File: config.mk
export PLATFORM = sky130hd
export DESIGN_NAME = bb_register_bank_flat
export DESIGN_NICKNAME = d
export VERILOG_FILES = /design/src/rtl/bb_core_pkg.sv /design/src/rtl/bb_register_bank_if.sv /design/src/rtl/bb_ret_stack.sv /design/src/rtl/bb_register_bank.sv /design/src/flat_wrapper.sv
export SDC_FILE = /design/constraint.sdc
export NUM_CORES = 1
export LEC_CHECK = 0
export BUFFER_PORTS_ARGS = -buffer_cell sky130_fd_sc_hd__buf_2
export CAP_MARGIN = 15
export CORE_MARGIN = 2
export CORE_UTILIZATION = 25
export DETAILED_ROUTE_END_ITERATION = 12
export SKIP_LAST_GASP = 1
export SLEW_MARGIN = 25
export SYNTH_ARGS = -nofsm -noshare
export SYNTH_HDL_FRONTEND = slang
export SYNTH_SLANG_ARGS = --single-unit
export TNS_END_PERCENT = 1
File: constraint.sdc
create_clock -name clk -period 3.25 [get_ports clk]
set_input_delay 0.1625 -clock clk [delete_from_list [all_inputs] [get_ports clk]]
set_output_delay 0.1625 -clock clk [all_outputs]
set_load 0.005 [all_outputs]
File: src/rtl/bb_core_pkg.sv
// bb_core_pkg: register indices and PC-operation priority shared by the bb_core datapath
package bb_core_pkg;

    localparam int IDX_IR  = 0;
    localparam int IDX_PC  = 1;
    localparam int IDX_AR  = 2;
    localparam int IDX_CR  = 3;
    localparam int IDX_DR0 = 4;

    typedef enum logic [2:0] {
        PC_HOLD,
        PC_INC,
        PC_WR,
        PC_BRANCH,
        PC_CALL,
        PC_RET
    } pc_op_e;

    // Highest-priority PC request wins; everything below it in the same cycle is discarded
    function automatic pc_op_e pc_op_sel(input logic ret, call, branch, wr, inc);
        return ret ? PC_RET : call ? PC_CALL : branch ? PC_BRANCH : wr ? PC_WR : inc ? PC_INC : PC_HOLD;
    endfunction

endpackage

File: src/rtl/bb_register_bank_if.sv
// bb_register_bank_if: control, data and register-view bus between core control and the register bank
interface bb_register_bank_if #(
    parameter int DATA_WIDTH = 16,
    parameter int NUM_DR     = 4,
    parameter int SELW       = $clog2(NUM_DR + 4)
);
    logic [DATA_WIDTH-1:0]        i_skin_data;
    logic [DATA_WIDTH-1:0]        i_core_data;
    logic                         i_src_skin;
    logic                         i_wr_en;
    logic [SELW-1:0]              i_wr_sel;
    logic [SELW-1:0]              i_rd_sel;
    logic                         i_rd_inc;
    logic                         i_pc_inc;
    logic                         i_branch;
    logic                         i_call;
    logic                         i_ret;
    logic [DATA_WIDTH-1:0]        i_branch_addr;
    logic [DATA_WIDTH-1:0]        o_reg_value;
    logic [DATA_WIDTH-1:0]        o_instruction;
    logic [DATA_WIDTH-1:0]        o_program_count;
    logic [DATA_WIDTH-1:0]        o_address_reg;
    logic [DATA_WIDTH-1:0]        o_config_reg;
    logic [NUM_DR*DATA_WIDTH-1:0] o_dr_flat;
    logic                         o_stack_full;
    logic                         o_stack_empty;
    logic                         o_stack_err;

    modport master (
        output i_skin_data, i_core_data, i_src_skin, i_wr_en, i_wr_sel, i_rd_sel, i_rd_inc,
               i_pc_inc, i_branch, i_call, i_ret, i_branch_addr,
        input  o_reg_value, o_instruction, o_program_count, o_address_reg, o_config_reg,
               o_dr_flat, o_stack_full, o_stack_empty, o_stack_err
    );

    modport slave (
        input  i_skin_data, i_core_data, i_src_skin, i_wr_en, i_wr_sel, i_rd_sel, i_rd_inc,
               i_pc_inc, i_branch, i_call, i_ret, i_branch_addr,
        output o_reg_value, o_instruction, o_program_count, o_address_reg, o_config_reg,
               o_dr_flat, o_stack_full, o_stack_empty, o_stack_err
    );

endinterface

File: src/rtl/bb_ret_stack.sv
// bb_ret_stack: return-address LIFO with sticky overflow/underflow error
module bb_ret_stack #(
    parameter int DATA_WIDTH  = 16,
    parameter int STACK_DEPTH = 4
) (
    input  logic                  clk,
    input  logic                  rst_n,
    input  logic                  push,
    input  logic                  pop,
    input  logic [DATA_WIDTH-1:0] push_data,
    output logic [DATA_WIDTH-1:0] top,
    output logic                  full,
    output logic                  empty,
    output logic                  err
);
    localparam int SPW = $clog2(STACK_DEPTH + 1);
    localparam int AW  = STACK_DEPTH > 1 ? $clog2(STACK_DEPTH) : 1;

    logic [SPW-1:0]        sp;
    logic [DATA_WIDTH-1:0] mem [STACK_DEPTH];

    assign full  = sp == SPW'(STACK_DEPTH);
    assign empty = sp == '0;
    assign top   = empty ? '0 : mem[AW'(sp - SPW'(1))];

    // Entries carry no reset; only the pointer defines what is valid
    always_ff @(posedge clk) begin
        if (push && !full) mem[AW'(sp)] <= push_data;
    end

    // Pointer moves only on legal push/pop; illegal attempts latch the error until reset
    always_ff @(posedge clk or negedge rst_n) begin
        if (!rst_n) begin
            sp  <= '0;
            err <= 1'b0;
        end else begin
            if (push && !full) sp <= sp + SPW'(1);
            else if (pop && !empty) sp <= sp - SPW'(1);
            err <= err | (push && full) | (pop && empty);
        end
    end

endmodule

File: src/rtl/bb_register_bank.sv
// bb_register_bank: IR/PC/AR/CR plus data registers with indexed access, post-increment and call/return stack
module bb_register_bank
    import bb_core_pkg::*;
#(
    parameter int                  DATA_WIDTH  = 16,
    parameter int                  NUM_DR      = 4,
    parameter int                  STACK_DEPTH = 4,
    parameter logic [DATA_WIDTH-1:0] PC_RESET  = '0
) (
    input logic          clk,
    input logic          rst_n,
    bb_register_bank_if.slave bus
);
    localparam int SELW = $clog2(NUM_DR + 4);

    logic [DATA_WIDTH-1:0] ir, pc, ar, cr, wdata, pc_next, ret_addr, rd_val;
    logic [DATA_WIDTH-1:0] dr [NUM_DR];
    logic                  stk_full, stk_empty;
    pc_op_e                op;

    assign wdata = bus.i_src_skin ? bus.i_skin_data : bus.i_core_data;
    assign op    = pc_op_sel(bus.i_ret, bus.i_call, bus.i_branch,
                             bus.i_wr_en && bus.i_wr_sel == SELW'(IDX_PC), bus.i_pc_inc);

    // A blocked ret/call holds PC; the stack itself records the error
    assign pc_next = op == PC_RET    ? (stk_empty ? pc : ret_addr) :
                     op == PC_CALL   ? (stk_full ? pc : bus.i_branch_addr) :
                     op == PC_BRANCH ? bus.i_branch_addr :
                     op == PC_WR     ? wdata :
                     op == PC_INC    ? pc + DATA_WIDTH'(1) : pc;

    bb_ret_stack #(.DATA_WIDTH(DATA_WIDTH), .STACK_DEPTH(STACK_DEPTH)) u_stack (
        .clk       (clk),
        .rst_n     (rst_n),
        .push      (op == PC_CALL),
        .pop       (op == PC_RET),
        .push_data (pc + DATA_WIDTH'(1)),
        .top       (ret_addr),
        .full      (stk_full),
        .empty     (stk_empty),
        .err       (bus.o_stack_err)
    );

    // Control registers: direct writes, PC follows the priority-resolved next value
    always_ff @(posedge clk or negedge rst_n) begin
        if (!rst_n) begin
            ir <= '0;
            pc <= PC_RESET;
            ar <= '0;
            cr <= '0;
        end else begin
            pc <= pc_next;
            if (bus.i_wr_en && bus.i_wr_sel == SELW'(IDX_IR)) ir <= wdata;
            if (bus.i_wr_en && bus.i_wr_sel == SELW'(IDX_AR)) ar <= wdata;
            if (bus.i_wr_en && bus.i_wr_sel == SELW'(IDX_CR)) cr <= wdata;
        end
    end

    // Data registers: a write to the same DR overrides its post-increment
    always_ff @(posedge clk or negedge rst_n) begin
        if (!rst_n) begin
            for (int k = 0; k < NUM_DR; k++) dr[k] <= '0;
        end else begin
            for (int k = 0; k < NUM_DR; k++) begin
                if (bus.i_wr_en && bus.i_wr_sel == SELW'(IDX_DR0 + k)) dr[k] <= wdata;
                else if (bus.i_rd_inc && bus.i_rd_sel == SELW'(IDX_DR0 + k)) dr[k] <= dr[k] + DATA_WIDTH'(1);
            end
        end
    end

    // Read mux shows the registered value only; unused indices read as zero
    always_comb begin
        rd_val = bus.i_rd_sel == SELW'(IDX_IR) ? ir :
                 bus.i_rd_sel == SELW'(IDX_PC) ? pc :
                 bus.i_rd_sel == SELW'(IDX_AR) ? ar :
                 bus.i_rd_sel == SELW'(IDX_CR) ? cr : '0;
        for (int k = 0; k < NUM_DR; k++)
            if (bus.i_rd_sel == SELW'(IDX_DR0 + k)) rd_val = dr[k];
    end

    assign bus.o_reg_value     = rd_val;
    assign bus.o_instruction   = ir;
    assign bus.o_program_count = pc;
    assign bus.o_address_reg   = ar;
    assign bus.o_config_reg    = cr;
    assign bus.o_stack_full    = stk_full;
    assign bus.o_stack_empty   = stk_empty;

    for (genvar k = 0; k < NUM_DR; k++) begin : g_dr
        assign bus.o_dr_flat[k*DATA_WIDTH +: DATA_WIDTH] = dr[k];
    end

endmodule
File: src/flat_wrapper.sv
// flat-port wrapper written by rule: the top's interface ports become plain ports
module bb_register_bank_flat import bb_core_pkg::*;
#(
    parameter int                  DATA_WIDTH  = 16,
    parameter int                  NUM_DR      = 4,
    parameter int                  STACK_DEPTH = 4,
    parameter logic [DATA_WIDTH-1:0] PC_RESET  = '0
)
  (clk, rst_n, bus_i_skin_data, bus_i_core_data, bus_i_src_skin, bus_i_wr_en, bus_i_wr_sel, bus_i_rd_sel, bus_i_rd_inc, bus_i_pc_inc, bus_i_branch, bus_i_call, bus_i_ret, bus_i_branch_addr, bus_o_reg_value, bus_o_instruction, bus_o_program_count, bus_o_address_reg, bus_o_config_reg, bus_o_dr_flat, bus_o_stack_full, bus_o_stack_empty, bus_o_stack_err);
  bb_register_bank_if #(.DATA_WIDTH(DATA_WIDTH), .NUM_DR(NUM_DR)) bus_i ();
  input logic clk;
  input logic rst_n;
  input wire logic [$bits(bus_i.i_skin_data)-1:0] bus_i_skin_data;
  input wire logic [$bits(bus_i.i_core_data)-1:0] bus_i_core_data;
  input wire logic [$bits(bus_i.i_src_skin)-1:0] bus_i_src_skin;
  input wire logic [$bits(bus_i.i_wr_en)-1:0] bus_i_wr_en;
  input wire logic [$bits(bus_i.i_wr_sel)-1:0] bus_i_wr_sel;
  input wire logic [$bits(bus_i.i_rd_sel)-1:0] bus_i_rd_sel;
  input wire logic [$bits(bus_i.i_rd_inc)-1:0] bus_i_rd_inc;
  input wire logic [$bits(bus_i.i_pc_inc)-1:0] bus_i_pc_inc;
  input wire logic [$bits(bus_i.i_branch)-1:0] bus_i_branch;
  input wire logic [$bits(bus_i.i_call)-1:0] bus_i_call;
  input wire logic [$bits(bus_i.i_ret)-1:0] bus_i_ret;
  input wire logic [$bits(bus_i.i_branch_addr)-1:0] bus_i_branch_addr;
  output wire logic [$bits(bus_i.o_reg_value)-1:0] bus_o_reg_value;
  output wire logic [$bits(bus_i.o_instruction)-1:0] bus_o_instruction;
  output wire logic [$bits(bus_i.o_program_count)-1:0] bus_o_program_count;
  output wire logic [$bits(bus_i.o_address_reg)-1:0] bus_o_address_reg;
  output wire logic [$bits(bus_i.o_config_reg)-1:0] bus_o_config_reg;
  output wire logic [$bits(bus_i.o_dr_flat)-1:0] bus_o_dr_flat;
  output wire logic [$bits(bus_i.o_stack_full)-1:0] bus_o_stack_full;
  output wire logic [$bits(bus_i.o_stack_empty)-1:0] bus_o_stack_empty;
  output wire logic [$bits(bus_i.o_stack_err)-1:0] bus_o_stack_err;
  assign bus_i.i_skin_data = bus_i_skin_data;
  assign bus_i.i_core_data = bus_i_core_data;
  assign bus_i.i_src_skin = bus_i_src_skin;
  assign bus_i.i_wr_en = bus_i_wr_en;
  assign bus_i.i_wr_sel = bus_i_wr_sel;
  assign bus_i.i_rd_sel = bus_i_rd_sel;
  assign bus_i.i_rd_inc = bus_i_rd_inc;
  assign bus_i.i_pc_inc = bus_i_pc_inc;
  assign bus_i.i_branch = bus_i_branch;
  assign bus_i.i_call = bus_i_call;
  assign bus_i.i_ret = bus_i_ret;
  assign bus_i.i_branch_addr = bus_i_branch_addr;
  assign bus_o_reg_value = bus_i.o_reg_value;
  assign bus_o_instruction = bus_i.o_instruction;
  assign bus_o_program_count = bus_i.o_program_count;
  assign bus_o_address_reg = bus_i.o_address_reg;
  assign bus_o_config_reg = bus_i.o_config_reg;
  assign bus_o_dr_flat = bus_i.o_dr_flat;
  assign bus_o_stack_full = bus_i.o_stack_full;
  assign bus_o_stack_empty = bus_i.o_stack_empty;
  assign bus_o_stack_err = bus_i.o_stack_err;
  bb_register_bank #(.DATA_WIDTH(DATA_WIDTH), .NUM_DR(NUM_DR), .STACK_DEPTH(STACK_DEPTH), .PC_RESET(PC_RESET)) u_core (.clk(clk), .rst_n(rst_n), .bus(bus_i));
endmodule
Word-level counts from Yosys, hierarchy flattened
Memories as Yosys holds them, arrays and structs flattened.
Cells that the tools add are included.
Storage, ports and cells
  register bits after elaboration: 132
  RAM bits: 64
  input port bits: 63
  output and inout bits: 147
  memories kept: 1
Operators by class
  $add $sub $neg: 7
  eq/ne operators: 22
  muxes and demuxes: 33
  bitwise logic cells: 2
  reduce and logical (&&, ||, !) cells: 28
Memories
  u_core.u_stack.mem: words 4, bits a word 16, read ports 1, clocked after Yosys merged registers in 0, write ports 1, line bb_ret_stack.sv:20  | logic [DATA_WIDTH-1:0] mem [STACK_DEPTH];
Operators with widths (number)
  $mux W16: 24
  $add A16 B1 Y16 const B: 5
  $eq A3 B3 Y1 const B: 11
  $eq A3 B2 Y1 const B: 6
  $mux W3: 6
  $logic_and A1 B1 Y1: 16
  $reduce_bool A2 Y1: 5
  $eq A3 B1 Y1 const B: 3
  $logic_not A3 Y1: 3
  $reduce_bool A5 Y1: 1
  $add A3 B1 Y3 const B: 1
  $mux W1: 3
  $ne A3 B3 Y1 const B: 1
  $reduce_and A3 Y1: 1
  $sub A3 B1 Y3 const B: 1
  $logic_not A1 Y1: 2
  $ne A2 B2 Y1 const B: 1
  $or A1 B1 Y1: 2

Longest topological paths before layout
Gate-level depths: netlist of the first run.
  depth in word-level cells: 12
  gate-level depth with buffers: 12
  gate-level depth less buffers: 8

Modules after synthesis
A second synthesis of the first run with hierarchy kept.
Unflattened totals
  cells, all modules: 1022
  area total of the unflattened synthesis: 10879.2 µm²
Modules (own cells, without submodules)
  bb_register_bank: instances 1, cells an instance 888, area an instance 8146.6 µm², seq. area each 3203.1 µm²
  bb_ret_stack: instances 1, cells an instance 134, area an instance 2732.6 µm², seq. area each 2021.9 µm²

Worst setup path after synthesis of the first run
OpenSTA, ideal clock, no wires.
  kind: reg2reg
  start point: reg u_core.u_stack.sp[0]
  end point: reg u_core.u_stack.sp[2]
  setup time: 0.124 ns
  arrival time: 2.715 ns
  data required time: 3.126 ns
  slack: 0.411 ns
  cell stages (with the launch flop): 10
  path buffers: 2
  period minus slack after synthesis: 2.839 ns
  path through: dfrtp_1 buf_2 buf_2 inv_1 ha_1 ha_1 nor3b_1 and2_1 a22oi_1 o31a_1
Between the ends
  longest elaborated chain between the ends: 4
  elaborated cells on any way between the ends: 11
  classes of those cells: add/sub (2); eq/ne (1); mux (2); reduce/logical (6)
Ends and longest elaborated chain
  start, declared: line bb_ret_stack.sv:19  | logic [SPW-1:0] sp;
  start signal, assigned: line bb_ret_stack.sv:37  | if (push && !full) sp <= sp + SPW'(1);
  start signal, assigned: line bb_ret_stack.sv:38  | else if (pop && !empty) sp <= sp - SPW'(1);
  $eq A3 B3 Y1 *: line bb_ret_stack.sv:22  | assign full = sp == SPW'(STACK_DEPTH);
  via bus_o_stack_full: line flat_wrapper.sv:31  | output wire logic [$bits(bus_i.o_stack_full)-1:0] bus_o_stack_full;
  $logic_not A1 Y1 *: line bb_ret_stack.sv:37
  $logic_and A1 B1 Y1 *: line bb_ret_stack.sv:37
  $mux W3 / $reduce_bool A2 Y1 (equally long branches)
The timed path passes the listed nets; every way through them passes the cells marked *. The select of a mux whose other input is x is not followed.
A chain may end at the register's enable or synchronous reset.

Final worst setup path of the first run
  start point: reg u_core.pc[3], in the netlist u_core.bus.o_program_count[3]
  end point: mem u_core.u_stack.mem[1][12], data pin
Between the ends
  longest elaborated chain between the ends: 1
Ends and longest elaborated chain
  start, declared: line bb_register_bank.sv:16  | logic [DATA_WIDTH-1:0] ir, pc, ar, cr, wdata, pc_next, ret_addr, rd_val;
  start signal, assigned: line bb_register_bank.sv:52  | pc <= pc_next;
  $add A16 B1 Y16: line bb_register_bank.sv:37  | .push_data (pc + DATA_WIDTH'(1)),
  via u_core.u_stack.push_data[12]: line bb_ret_stack.sv:10  | input logic [DATA_WIDTH-1:0] push_data,
  end, declared: line bb_ret_stack.sv:20
The timed path passes the listed nets, and every way through them passes these cells.

==> impl_metrics.tcl, run 1 <==
set metrics [dict create \
    final_cell_mix "buf_2 (208), dfrtp_1 (132), nand2_1 (101)" \
    fin_ws_ns 0.8522 \
    synth_cell_types 61 \
    synth_top_area_frac 0.3144 \
    cts.sinks 196 \
    critical_path.cell_chain "nand4_1 -> nor3_1 -> nand4_1 -> xor2_1 -> inv_1" \
    rows 75 \
    rsz0062_at_grt "no" \
    reg2reg_from "u_core.bus.o_program_count[3]" \
    powerDensity_nw_per_um2 748.4 \
    final-hold-violation-count 0 \
    slowest_stage "nor3_1" \
    finalInstanceArea_sq_um 12870 \
    syn2layout_area_growth_pct 22.53 \
    wl_per_cell_um 22.01 \
    start_util 0.2521 \
    drive_gt1_frac 0.3057 \
    yosys.area.top_type "dfrtp_1" \
    relSlewSlack 0.4792 \
    startpoint_type "flip-flop" \
    grt_pass1_vias 8384 \
    tightest_slew_ns 0.7812 \
    preCtsSetupSlack_ns 0.9129 \
    leakage_nw 5.223 \
    viasPerCell 5.053 \
    syn_nets 1034 \
    hpwl_um 29080 \
    wirelength_um 38010 \
    r2r-end "u_core.u_stack.mem[1][12]" \
    clock_skew_ns 0.01748 \
    syn_avg_cell_area_sq_um 10.94 \
    cts_buffer_depth 2 \
    core_area_sq_um 41670 \
    path_common_cell "nand4_1" \
    regArea_sq_um 5225 \
    post_dp_cell_area_sq_um 12260 \
    synth-seq-area-share 0.4974 \
    die_w_um 209.0 \
    fin_crit_ns 2.398 \
    crit_fanout 8 \
    ys_warn_count 0 \
    drc 0 \
    io_buffers 209 \
    hold_depth 3 \
    final_nets 1245 \
    nFillCells 4308 \
    rr_worst_depth 5 \
    grt_first_pass_wirelength_um 56240 \
    max_freq_ghz 0.4170 \
    slew_violations 0 \
    die_area_sq_um 43680 \
    r2r_slack_ns 0.85 \
    synth_xor_area_frac 0.06170 \
    synthSimpleGateAreaFrac 0.1436 \
    max_stage_delay_ns 0.70 \
    root_buffer "clkbuf_16" \
    ys_ff_latch 196 \
    critPathKind "reg -> reg" \
    multi_input_area_sq_um 4936 \
    h-tree-depth 4 \
    drtIter0Drc 1103 \
    synth.area.mux_share 0.1491 \
    clk_pin_slew_ns 0.09 \
    setup_viol 0 \
    timing.final.crit_share 0.7378 \
    layout_commonest_cell "buf_2" \
    grt_max_degree 75 \
    pin_count 210 \
    yosys-top-cells-area "dfrtp_1 (31%), edfxtp_1 (18%), mux4_2 (9.9%), xnor2_1 (4.6%), a21oi_1 (3.7%)" \
    gp_congestion 0.8344 \
    synth_enable_flop_cells 64 \
    die_h_um 209.0 \
    hold_start "bus_i_pc_inc" \
    synth_area_sq_um 10510 \
    irDropWorstVdd_uv 361.5 \
    antenna_found_initial 9 \
    cts_buffers 17 \
    synth_top_family_by_area "multiplexers" \
    synthAdderAreaFrac 0.01310 \
    synth-main-ff-cell "dfrtp_1" \
    crit_arrival_ns 2.59 \
    hp-class "in -> reg" \
    insertion_delay_ns 0.45 \
    synthCells 960 \
    synth-async-reset-ratio 0.6735 \
    cts_tree "built" \
    tns_ns 0 \
    cp.required_ns 3.45 \
    worstHoldEndpoint "u_core.bus.o_program_count[5]" \
    via_count 8726 \
    synth_compound_gate_area_share 0.1009 \
    post-cts-setup-buffer-count 0 \
    grt_usage 0.1734 \
    end_kind "flip-flop" \
    dr.pass1.iters 7 \
    ant_nets 0 \
    grt-ovfl-total 0 \
    max_cap_violations 0 \
    status "finished, final reports clean" \
]
metrics by stage:
step                total power [W]  hold slack, ns  instances    util
floorplan                  0.005819         -0.1331        960       -
global placement           0.007399          0.2486       1690  0.2943
detailed placement         0.007470          0.2514       1690  0.2943
CTS                        0.009660       0.0009230       1723  0.3087
global route                0.01016         0.03705       1726  0.3089
finish                     0.009634         0.02612       1727  0.3089
how the worst max path moves through the flow:
| stage | start | slack [ns] | endpoint |
|---|---|---|---|
| after floorplan | u_core.u_stack.sp[0] | 0.41 | u_core.u_stack.sp[2] |
| after global placement | u_core.bus.o_program_count[3] | 0.97 | u_core.u_stack.mem[1][12] |
| after detailed placement | u_core.bus.o_program_count[0] | 0.91 | u_core.u_stack.mem[1][12] |
| after CTS | u_core.bus.o_program_count[3] | 0.91 | u_core.u_stack.mem[1][12] |
| after global routing | u_core.bus.o_program_count[0] | 0.73 | u_core.u_stack.mem[0][12] |
| final | u_core.bus.o_program_count[3] | 0.85 | u_core.u_stack.mem[1][12] |
final cells by class:
| type | instances | share of cell area |
|---|---|---|
| well taps | 539 | 0.05239 |
| repair buffers | 248 | 0.1047 |
| flip-flops and latches | 196 | 0.4059 |
| diodes | 4 | 0.0007776 |
| clock buffers | 18 | 0.03334 |
| clock inverters | 14 | 0.01244 |
| multi-input cells | 684 | 0.3835 |
| inverters | 24 | 0.006998 |
power breakdown:
group | total [W] | leakage (nW) | internal (W) | switching, W
sequential | 0.00421 | 2.12 | 0.00329 | 0.000920
clock | 0.00219 | 0.289 | 0.00110 | 0.00108
combinational | 0.00324 | 2.82 | 0.00156 | 0.00168
per-layer routing:
metal  routed length (um)  GRT usage  part of all wire  vias to the layer above
met5                   41          0            0.0011                        -
met4                  786    0.05640             0.021                        8
met3                 3507    0.05035             0.092                       51
met2                17240     0.2638              0.45                      392
met1                16440     0.2372              0.43                     4345
li1                     -          -                 -                     3930
what timing repair did:
| action | in CTS | in global routing |
|---|---|---|
| hold buffers | 1 | 0 |
| gates resized for setup | 0 | 0 |
| endpoints found under the hold margin | 71 | 0 |
kinds of logic (layout without fill, tap and decap cells):
group,count (synthesis),after routing
flops,196,196
mux,96,96
simple gates,318,318
compound gates,185,185
fa+ha+maj,11,11
buf+inv,80,304
xor+xnor,74,74
other cells,0,4
synth_stat cells (5+ instances only):
cell type and number:
nor4_1 7, clkbuf_1 37, nand4_1 21, mux2i_1 26
inv_1 23, mux2_2 24, o21ai_0 61, nor3_1 24
and4_1 7, xor2_1 19, xnor2_1 55, ha_1 11
a31oi_1 9, mux4_2 46, buf_2 13, dfrtp_1 132
nor2_1 96, nand3_1 22, nand2_1 101, o22ai_1 5
edfxtp_1 64, and3_1 8, and2_1 7, a21oi_1 78
worst max-delay path, delay by kind of cell (launching register included):
family,cells,cell delay (ns)
XOR/XNOR,1,0.23
AND/OR/NAND/NOR,3,1.24
flip-flops,1,0.56
buffers and inverters,1,0.12
No activity file was read; power rests on OpenSTA's default activity.
==> inputs of run 2 (changes only) <==
==> constraint.sdc (replaced) <==
create_clock -name clk -period 2.2 [get_ports clk]
set_input_delay 0.11 -clock clk [delete_from_list [all_inputs] [get_ports clk]]
set_output_delay 0.11 -clock clk [all_outputs]
set_load 0.005 [all_outputs]
==> impl_metrics.tcl, run 2 (same netlist as run 1, synthesis figures left out) <==
set metrics [dict create \
    wirelength_um 37160 \
    die_area_sq_um 43680 \
    wl_per_cell_um 21.23 \
    hp-class "in -> reg" \
    cts_buffer_depth 2 \
    slew_violations 0 \
    post_dp_cell_area_sq_um 12530 \
    drc 0 \
    via_count 8783 \
    leakage_nw 5.388 \
    grt_first_pass_wirelength_um 55680 \
    max_freq_ghz 0.4817 \
    power_switching_share 0.3704 \
    final_nets 1272 \
    status "finished, final reports clean" \
    die_h_um 209.0 \
    critPathCapture "u_core.u_stack.mem[2][3]" \
    p_comb_frac 0.366 \
    end_kind "flip-flop" \
    tightest_slew_ns 0.6177 \
    crit_fanout 16 \
    tns_ns 0 \
    r2r-end "u_core.u_stack.mem[2][3]" \
    max_stage_delay_ns 0.51 \
    setup_viol 0 \
    start_util 0.2521 \
    root_buffer "clkbuf_16" \
    reg2reg_from "u_core.u_stack.sp[1]" \
    gp_congestion 0.8746 \
    grt_pass1_vias 8622 \
    rsz0062_at_grt "yes" \
    rows 75 \
    layout_commonest_cell "buf_2" \
    startpoint "u_core.u_stack.sp[1]" \
    final-hold-violation-count 0 \
    timing.final.crit_share 0.9436 \
    slowest_stage "and2_2" \
    grt_usage 0.1707 \
    powerDensity_nw_per_um2 1103 \
    ant_nets 0 \
    num_antenna_cells 0 \
    cp.required_ns 2.28 \
    post-cts-setup-buffer-count 0 \
    relSlewSlack 0.5867 \
    hpwl_um 28800 \
    pin_count 210 \
    critical_path.cell_chain "inv_1 -> ha_2 -> ha_2 -> nor3b_2 -> and2_2" \
    final_cell_mix "buf_2 (208), dfrtp_1 (132), nand2_1 (101)" \
    die_w_um 209.0 \
    switchingPower_w 0.005383 \
    syn2layout_area_growth_pct 25.46 \
    power.total_w 0.01453 \
    nFillCells 4336 \
    max_cap_violations 0 \
    insertion_delay_ns 0.44 \
    cts_tree "built" \
    core_area_sq_um 41670 \
    h-tree-depth 4 \
    r2r_slack_ns 0.12 \
    cts.sinks 196 \
    clk_pin_slew_ns 0.08 \
    viasPerCell 5.019 \
    crit_arrival_ns 2.16 \
    antenna_found_initial 1 \
    drive_gt1_frac 0.3270 \
    rr_worst_depth 5 \
    clock_skew_ns 0.01087 \
    drtIter0Drc 777 \
    finalInstanceArea_sq_um 13180 \
    grt-ovfl-total 0 \
    fin_crit_ns 2.076 \
    critPathKind "reg -> reg" \
    cts_buffers 17 \
    grt_max_degree 51 \
    io_buffers 209 \
    dr.pass1.iters 5 \
    path_common_cell "ha_2" \
    pwr-share-clk 0.228 \
    p_seq_frac 0.406 \
    irDropWorstVdd_uv 550.4 \
    startpoint_type "flip-flop" \
    p_int_w 0.009149 \
]
-- run 2: cell count changes in the layout (fill, tap and decap cells not counted), moves of 2 or more --
cell | previous run | this run
buf_4 | 38 | 60
diode_2 | 4 | 0
ha_2 | 0 | 2
and2_1 | 7 | 3
buf_12 | 0 | 4
and2_2 | 0 | 3
inv_8 | 5 | 3
ha_1 | 11 | 9
-- run 2: power by group through the flow --
stage | clock, W | sequential [W] | combinational (W)
2_1_floorplan | 0 | 0.00574 | 0.00292
3_3_place_gp | 0 | 0.00592 | 0.00525
3_5_place_dp | 0 | 0.00595 | 0.00534
4_1_cts | 0.00340 | 0.00588 | 0.00537
5_1_grt | 0.00352 | 0.00602 | 0.00585
6_report | 0.00331 | 0.00591 | 0.00532
-- run 2: area by class of cell --
cell class                 count  area, sq um  area share
sequential                   196         5225      0.3964
clock buffer                  18        429.2     0.03256
inverter                      24        90.09    0.006835
multi-input combinational    684         4971      0.3772
timing repair buffer         275         1603      0.1216
clock inverter                14        187.7     0.01424
tap                          539        674.4     0.05117
-- run 2: worst max-delay path, delay by kind of cell (launching register included) --
kind | cells | cell delay (ns)
flops | 1 | 0.40
buf+inv | 1 | 0.09
simple gates | 2 | 0.84
fa+ha+maj | 2 | 0.39
-- run 2: repair_timing --
action | CTS | global route
endpoints found under the setup margin | 0 | 35
gates resized for setup | 0 | 2
hold endpoints to repair | 99 | 0
hold buffers | 2 | 0
-- run 2: how the worst min path moves through the flow --
stage | from | endpoint | slack [ns] | cells past startpoint
floorplan | rst_n | u_core.bus.o_address_reg[0] | -0.19 | 0
finish | bus_i_core_data[1] | u_core.bus.o_instruction[1] | 0.03 | 3
global placement | rst_n | u_core.bus.o_dr_flat[5] | 0.03 | 1
global route | bus_i_core_data[1] | u_core.bus.o_address_reg[1] | 0.02 | 3
detailed placement | rst_n | u_core.bus.o_dr_flat[5] | 0.02 | 1
CTS | bus_i_core_data[1] | u_core.bus.o_instruction[1] | 0.006 | 3
-- run 2: routing by layer --
| layer | up-vias | part of all wire | global-route usage |
|---|---|---|---|
| li1 | 3982 | - | - |
| met2 | 352 | 0.47 | 0.2738 |
| met5 | - | 0 | 0 |
| met1 | 4418 | 0.44 | 0.2345 |
| met3 | 31 | 0.076 | 0.03637 |
| met4 | 0 | 0.016 | 0.04384 |
-- run 2: per-stage QoR --
step                utilization  cells  setup WS, ns  hold slack, ns
floorplan                     -    960      -0.05400         -0.1856
global placement         0.3007   1716        0.1668         0.02992
detailed placement       0.3007   1716       0.09950         0.02400
CTS                      0.3160   1750       0.07576        0.005923
global route             0.3163   1750      -0.01289         0.02302
finish                   0.3163   1750        0.1241         0.03015
